--- config.mk ---
export PLATFORM = sky130hd
export DESIGN_NAME = write_back
export DESIGN_NICKNAME = d
export VERILOG_FILES = /design/src/rtl/wb_pkg.sv /design/src/rtl/write_back_reg_file.sv /design/src/rtl/write_back.sv
export SDC_FILE = /design/constraint.sdc
export NUM_CORES = 2
export LEC_CHECK = 0
export ABC_CLOCK_PERIOD_IN_PS = 2000
export BUFFER_PORTS_ARGS = -buffer_cell sky130_fd_sc_hd__clkbuf_2
export CAP_MARGIN = 30
export CORE_MARGIN = 3
export CORE_UTILIZATION = 32
export CTS_BUF_LIST = sky130_fd_sc_hd__clkbuf_4
export DETAILED_ROUTE_END_ITERATION = 6
export SKIP_LAST_GASP = 1
export SLEW_MARGIN = 20
export SYNTH_ARGS = -nofsm -noshare
export SYNTH_HDL_FRONTEND = slang
export SYNTH_SLANG_ARGS = --single-unit
--- constraint.sdc ---
create_clock -name clk -period 2 [get_ports clk]
set_input_delay 0.2 -clock clk [delete_from_list [all_inputs] [get_ports clk]]
set_output_delay 0.2 -clock clk [all_outputs]
set_load 0.01 [all_outputs]
--- src/rtl/wb_pkg.sv ---
`default_nettype none
// ============================================================================
// Module      : wb_pkg
// Description : Shared definitions for the write-back stage: default data and
//               register-index widths, register count, the hard-wired zero
//               register index and the stage-register record layout.
// Revision    : 1.0 - initial release
// ============================================================================
package wb_pkg;

    localparam int BW       = 32;       // data word width
    localparam int RW       = 5;        // register index width
    localparam int NREG     = 2 ** RW;  // architectural register count
    localparam int ZERO_REG = 0;        // index that always reads zero

    // Stage-register record: a pending write waiting to commit.
    typedef struct packed {
        logic          v;     // pending write to a nonzero destination
        logic [RW-1:0] rd;    // destination index
        logic [BW-1:0] data;  // value to be written
    } wb_stage_t;

endpackage : wb_pkg
`default_nettype wire

--- src/rtl/write_back_reg_file.sv ---
`default_nettype none
// ============================================================================
// Module      : reg_file
// Description : NREG x BW register storage. One synchronous write port, two
//               combinational read ports. Index 0 is never written and always
//               reads zero.
// Ports       : clk                 - clock, rising edge
//               rst                 - synchronous active-low reset (clears all)
//               we, waddr, wdata    - write port
//               raddr1/2, rdata1/2  - combinational read ports
// Revision    : 1.0 - initial release
// ============================================================================
module reg_file
    import wb_pkg::*;
#(
    parameter int BW = wb_pkg::BW,
    parameter int RW = wb_pkg::RW
) (
    input  logic          clk,
    input  logic          rst,
    input  logic          we,
    input  logic [RW-1:0] waddr,
    input  logic [BW-1:0] wdata,
    input  logic [RW-1:0] raddr1,
    input  logic [RW-1:0] raddr2,
    output logic [BW-1:0] rdata1,
    output logic [BW-1:0] rdata2
);

    localparam int          C_NREG = 2 ** RW;
    localparam logic [RW-1:0] C_ZERO = RW'(ZERO_REG);

    logic [BW-1:0] mem_q [C_NREG];
    logic [BW-1:0] mem_d [C_NREG];

    // Writes aimed at the zero register are dropped here as a second line of
    // defence; the stage never issues them in normal operation.
    always_comb begin
        mem_d = mem_q;
        if (we && (waddr != C_ZERO)) begin
            mem_d[waddr] = wdata;
        end
    end

    always_ff @(posedge clk) begin
        if (!rst) begin
            for (int i = 0; i < C_NREG; i++) begin
                mem_q[i] <= '0;
            end
        end else begin
            mem_q <= mem_d;
        end
    end

    assign rdata1 = (raddr1 == C_ZERO) ? '0 : mem_q[raddr1];
    assign rdata2 = (raddr2 == C_ZERO) ? '0 : mem_q[raddr2];

endmodule : reg_file
`default_nettype wire

--- src/rtl/write_back.sv ---
`default_nettype none
// ============================================================================
// Module      : write_back
// Description : Write-back pipeline stage. Captures the memory-stage result in
//               a stage register, commits it to the register file one edge
//               later, bypasses the pending value to the decode read ports and
//               counts committed writes.
// Ports       : clk, rst                     - clock, sync active-low reset
//               valid_in, ReadData_in,
//               Origenal_in, MemtoReg,
//               RegWrite, rd_in              - memory-stage result
//               rs1_addr/rs2_addr            - decode read indices
//               rs1_data/rs2_data            - read data (bypassed)
//               fwd_valid/fwd_rd/fwd_data    - pending write, for forwarding
//               retire_cnt                   - committed-write counter (wraps)
// Revision    : 1.0 - initial release
// ============================================================================
module write_back
    import wb_pkg::*;
#(
    parameter int BW = wb_pkg::BW,
    parameter int RW = wb_pkg::RW
) (
    input  logic          clk,
    input  logic          rst,
    input  logic          valid_in,
    input  logic [BW-1:0] ReadData_in,
    input  logic [BW-1:0] Origenal_in,
    input  logic          MemtoReg,
    input  logic          RegWrite,
    input  logic [RW-1:0] rd_in,
    input  logic [RW-1:0] rs1_addr,
    input  logic [RW-1:0] rs2_addr,
    output logic [BW-1:0] rs1_data,
    output logic [BW-1:0] rs2_data,
    output logic          fwd_valid,
    output logic [RW-1:0] fwd_rd,
    output logic [BW-1:0] fwd_data,
    output logic [31:0]   retire_cnt
);

    localparam logic [RW-1:0] C_ZERO = RW'(ZERO_REG);

    // Same layout as wb_pkg::wb_stage_t, sized from this instance's parameters.
    typedef struct packed {
        logic          v;
        logic [RW-1:0] rd;
        logic [BW-1:0] data;
    } stage_t;

    stage_t        stage_d, stage_q;
    logic [31:0]   retire_cnt_d, retire_cnt_q;
    logic [BW-1:0] w_file_rs1, w_file_rs2;

    // ------------------------------------------------------------------------
    // Stage register. With valid_in low the index and data hold their last
    // value and only the valid bit drops. The load-data select is gated by
    // RegWrite so MemtoReg cannot influence a non-writing result.
    // ------------------------------------------------------------------------
    always_comb begin
        stage_d   = stage_q;
        stage_d.v = 1'b0;
        if (valid_in) begin
            stage_d.v    = RegWrite && (rd_in != C_ZERO);
            stage_d.rd   = rd_in;
            stage_d.data = (MemtoReg && RegWrite) ? ReadData_in : Origenal_in;
        end
    end

    // A valid stage entry commits on the next edge, so the count advances on
    // exactly those edges.
    always_comb begin
        retire_cnt_d = retire_cnt_q + {31'd0, stage_q.v};
    end

    always_ff @(posedge clk) begin
        if (!rst) begin
            stage_q      <= '0;
            retire_cnt_q <= '0;
        end else begin
            stage_q      <= stage_d;
            retire_cnt_q <= retire_cnt_d;
        end
    end

    reg_file #(
        .BW (BW),
        .RW (RW)
    ) u_reg_file (
        .clk    (clk),
        .rst    (rst),
        .we     (stage_q.v),
        .waddr  (stage_q.rd),
        .wdata  (stage_q.data),
        .raddr1 (rs1_addr),
        .raddr2 (rs2_addr),
        .rdata1 (w_file_rs1),
        .rdata2 (w_file_rs2)
    );

    // ------------------------------------------------------------------------
    // Read ports: the pending stage value is newer than anything in the file,
    // so it wins on an index match. The file itself already returns zero for
    // index 0, but the explicit test keeps x0 zero regardless of bypass state.
    // ------------------------------------------------------------------------
    always_comb begin
        rs1_data = w_file_rs1;
        rs2_data = w_file_rs2;
        if (rs1_addr == C_ZERO) begin
            rs1_data = '0;
        end else if (stage_q.v && (rs1_addr == stage_q.rd)) begin
            rs1_data = stage_q.data;
        end
        if (rs2_addr == C_ZERO) begin
            rs2_data = '0;
        end else if (stage_q.v && (rs2_addr == stage_q.rd)) begin
            rs2_data = stage_q.data;
        end
    end

    assign fwd_valid  = stage_q.v;
    assign fwd_rd     = stage_q.rd;
    assign fwd_data   = stage_q.data;
    assign retire_cnt = retire_cnt_q;

endmodule : write_back
`default_nettype wire

# Word level (Yosys, flattened, before mapping)
# Cells that the tools add are included.
# word_totals
regBits	1094
inputBits	84
output_inout_bits	134
elab_cells	71
# op_classes
add_sub_neg	1
n_lt_le_gt_ge	4
n_eq_ne	2
n_mux	14
n_bitwise	3
n_reduce_logical	11
# op_table
cell	n
$bwmux W1024	1
$bmux W32 S5	2
$mux W32	10
$demux W32 S5	1
$add A32 B1 Y32	1
$ge A6 B6 Y1 const B	3
$not A5 Y6	3
$eq A5 B5 Y1	2
$logic_not A5 Y1	2
$reduce_bool A5 Y1	2
$logic_and A1 B1 Y1	6
$lt A6 B1 Y1 const B	1
$reduce_and A2 Y1	1

# Depth between registers and ports, before layout
# logic_depth
ltp_word	6
ltp_mapped	11

# Hierarchy
# A second synthesis with hierarchy kept.
# unflattened
cells_unflattened	6483
area_unflattened_um2	58798.9
# by_module_without_submodules
mod	n_inst	cells_per_inst	area_each_um2	seq_area_each_um2
reg_file	1	5861	54476.0	20499.7
write_back	1	622	4322.9	1401.3

# Worst setup path after synthesis
# Ideal clock, no wire load.
# synth_path
kind	register -> output
start	reg stage_q (netlist bit fwd_rd[3])
end	out rs1_data[13]
t_arrival_ps	1964
required_ps	1800
slack_ps	-164
path_stages_with_launch	8
path_cell_list	dfxtp_1 > clkbuf_1 > xnor2_1 > nand2_1 > nor3_1 > nor2_1 > and3_1 > nor3_1
# synth_between
elab_chain_len	4
# synth_lines
element	line	text
start, declared	write_back.sv:51	stage_t stage_d, stage_q;
start signal, assigned	write_back.sv:81	stage_q <= stage_d;
$eq A5 B5 Y1	write_back.sv:111	end else if (stage_q.v && (rs1_addr == stage_q.rd)) begin
$logic_and A1 B1 Y1	write_back.sv:111	
$mux W32	write_back.sv:111	
$mux W32	write_back.sv:109	if (rs1_addr == C_ZERO) begin
end, declared	write_back.sv:34	output logic [BW-1:0] rs1_data,
# No other way between the ends.

# Worst setup path in the final report
# layout_path
start	reg stage_q (netlist bit fwd_rd[1])
end	out rs1_data[2]
# The elaborated chain is that of the path after synthesis.

==> results.txt <==
Status - complete, but fails checks
Failing checks - design-rule violations, negative hold slack, negative setup slack
Setup WS post-layout - -1.72 ns
Initial core utilization - 0.322
Via count - 58480
Worst VDD drop - 639 µV
Hpwl dp - 166000 µm
DRT iter0 DRCs - 7338
Syn Inst Count - 6357
Wirelength, routed - 275000 µm
Nets - 7484
Full die area - 188000 µm²
Antenna-violating nets left - 0
Worst-path clk slew - 0.08 ns
Initial antenna violation count - 13
Sequential area share after synthesis - 0.375
Core ar. - 181000 µm²
Vias in the first global route - 56512
EDFF count, synth - 0
GRT Overall Usage - 0.273
Top cells by area, synth - dfxtp_1, mux4_2, nand2_1, a21boi_0, clkbuf_1
Post-route minimum period - 3.72 ns
H-tree depth - 5
CTS tree - built
Gp weighted congestion - 0.980
Share of layout cells above drive strength 1 - 0.334
Pre-CTS setup slack - -1.55 ns
Average cell area after synthesis - 9.18 µm²
Largest net degree at the start of global routing - 131
Seq cells post-synth - 1094
DR WL/cell - 27.6 µm
Lkg Pwr - 28.4 nW
Total number of yosys warnings - 0
Prevailing post-synth register cell - dfxtp_1
Max Clk Rate - 0.269 GHz
Clock Tree Root - clkbuf_4
Layout Area Growth over Synthesis - 34.1%
Yosys top cell by area - dfxtp_1
Inserted Clock Buffers - 304
Final setup fails - 217
# rows - 156
Area share of the largest cell type after synthesis - 0.375
Slew margin rel. - 0.288
Max-capacitance violation count - 0
WS Path Type - flip-flop to output pin
Worst setup EP type - output pin
Port bufs - 217
Layout Utilization - 0.432
Final hold violation count - 1
Cell Area, Synth - 58400 µm²
Net Count, Synth - 6443
Die Y - 433 µm
DRT Pass-1 Iters - 7
CP max FO - 9
RSZ-0062 raised after global routing - true
Clock Sinks - 1094
Type of the tightest min-delay check - input port to flip-flop
Worst-Skew Late Latency - 1.34 ns
IO Pins - 218
GR Overflow Total - 0
Distinct cell type count after synthesis - 59
Asr flop ratio synth - 0
First-pass GRT wire length - 379000 µm
Final period utilization - 1.86
Max-slew violations - 0
Worst Skew - 0.0862 ns
PwrDens - 620 nW/µm²
Drt via density - 5.87
DRC - 8
Placed Instances - 9124
Clock buffer depth - 4
Die X-Extent - 433 µm
R2R setup slack - -0.24 ns
WP data arrival - 3.52 ns
Final cell count without fillers - 9961
Critical path required time - 1.80 ns
Worst Setup Start Kind - flip-flop
Hold slack - -0.0345 ns
Worst Max-Slew Pin Slew - 1.07 ns
## worst max-delay path: stages (launching register included)
cell and delay (ns):
dfxtp_2 0.33, buf_12 0.13, xnor2_2 0.13, nand2_2 0.11
or3_4 0.43, buf_8 0.17, buf_16 0.17, a211oi_4 0.40
buf_4 0.19, clkbuf_2 0.12
## where the power goes
| group | internal [W] | switching, W |
|---|---|---|
| registers | 0.0218 | 0.000196 |
| clock network | 0.0102 | 0.0101 |
| logic | 0.00271 | 0.00355 |
## synthesized netlist by cell type (4+ instances only)
cell type / count
nand2_1: 2152
dfxtp_1: 1094
a21boi_0: 994
clkbuf_1: 501
mux4_2: 495
mux2i_1: 177
nand3_1: 98
buf_2: 76
nor2_1: 74
and2_1: 67
a21oi_1: 63
o21ai_0: 60
a221oi_1: 47
a22oi_1: 40
nor2b_1: 39
o211a_1: 36
buf_1: 32
buf_6: 32
a211oi_1: 30
and3_1: 27
o21ai_1: 26
o22ai_1: 24
xnor2_1: 24
buf_4: 20
xor2_1: 14
nor3_1: 13
a221o_1: 9
nand4_1: 9
buf_8: 7
a31oi_1: 6
buf_12: 6
o211ai_1: 6
inv_1: 5
nor3b_1: 5
nand3b_1: 4
or2_2: 4
## area by class of cell
type,count,area (µm²)
Antenna cell,10,25.0
Clock buffer,433,3250
Clock inverter,56,295
Fill cell,16843,103000
Inverter,6,25.0
Multi-Input combinational cell,4583,34800
Sequential cell,1094,22100
Tap cell,2370,2970
Timing Repair Buffer,1409,14800
## registers in the layout, summed over array words and instances, names as in the netlist
name              flops
u_reg_file.mem_q   1024
fwd_rd                5
fwd_data             32
retire_cnt           32
fwd_valid             1
## through the flow
stage / TNS [ns] / hold slack [ns] / cell area (µm²) / total power (W)
floorplan: -0.283 / 0.350 / 58500 / 0.0251
global placement: -60.75 / 0.455 / 68300 / 0.0275
detailed placement: -68.79 / 0.467 / 68300 / 0.0275
CTS: -108.41 / 0.0272 / 76200 / 0.0482
global route: -122.22 / 0.0354 / 78300 / 0.0500
finish: -109.02 / -0.0345 / 78300 / 0.0486
## worst paths after layout
kind | startpoint | end | depth (start not counted)
min reg2reg | u_reg_file.mem_q[639] | u_reg_file.mem_q[639] | 2
max reg2reg | fwd_valid | retire_cnt[16] | 11
max | fwd_rd[1] | rs1_data[2] | 9
min | ReadData_in[25] | fwd_data[25] | 5
## logic make-up (layout without fill, tap and decap cells)
kind of cell,after synthesis,after routing,synth area share
AOI/OAI and AO/OA,1362,1362,0.172
xor gates and xnor gates,38,38,0.00570
adders and majority gates,2,2,0.000429
buffers and inverters,680,1904,0.0538
DFF,1094,1094,0.375
muxes,672,672,0.221
other,0,10,0
and+or+nand+nor,2509,2509,0.172
## per-layer routing
layer  vias to the layer above  global-route usage  wire [µm]
met2                      4284               0.423     121000
li1                      24442                   -          -
met3                      1374              0.0816      32300
met4                        12               0.212      28100
met1                     28368               0.315      93900
met5                         -             0.00338        153
## cell usage in the layout, fill, tap and decap left out, types with 48 or more instances in the layout
cell / count
and2_1: 62
mux2i_1: 175
dfxtp_1: 1002
dlygate4sd3_1: 166
a21oi_1: 49
buf_12: 208
dfxtp_4: 48
nand2_1: 2103
clkbuf_2: 109
mux4_2: 495
buf_4: 714
a21boi_0: 902
a21boi_1: 82
clkbuf_4: 433
buf_6: 110
nand3_1: 87
## repair_timing
action	CTS	global route
endpoints found under the hold margin	1094	5
pin swaps	84	106
gates resized for setup	434	420
hold buffers	172	5
setup endpoints to repair	592	436
setup buffers	93	85
gates cloned	14	25
No activity file was read; power rests on OpenSTA's default activity.
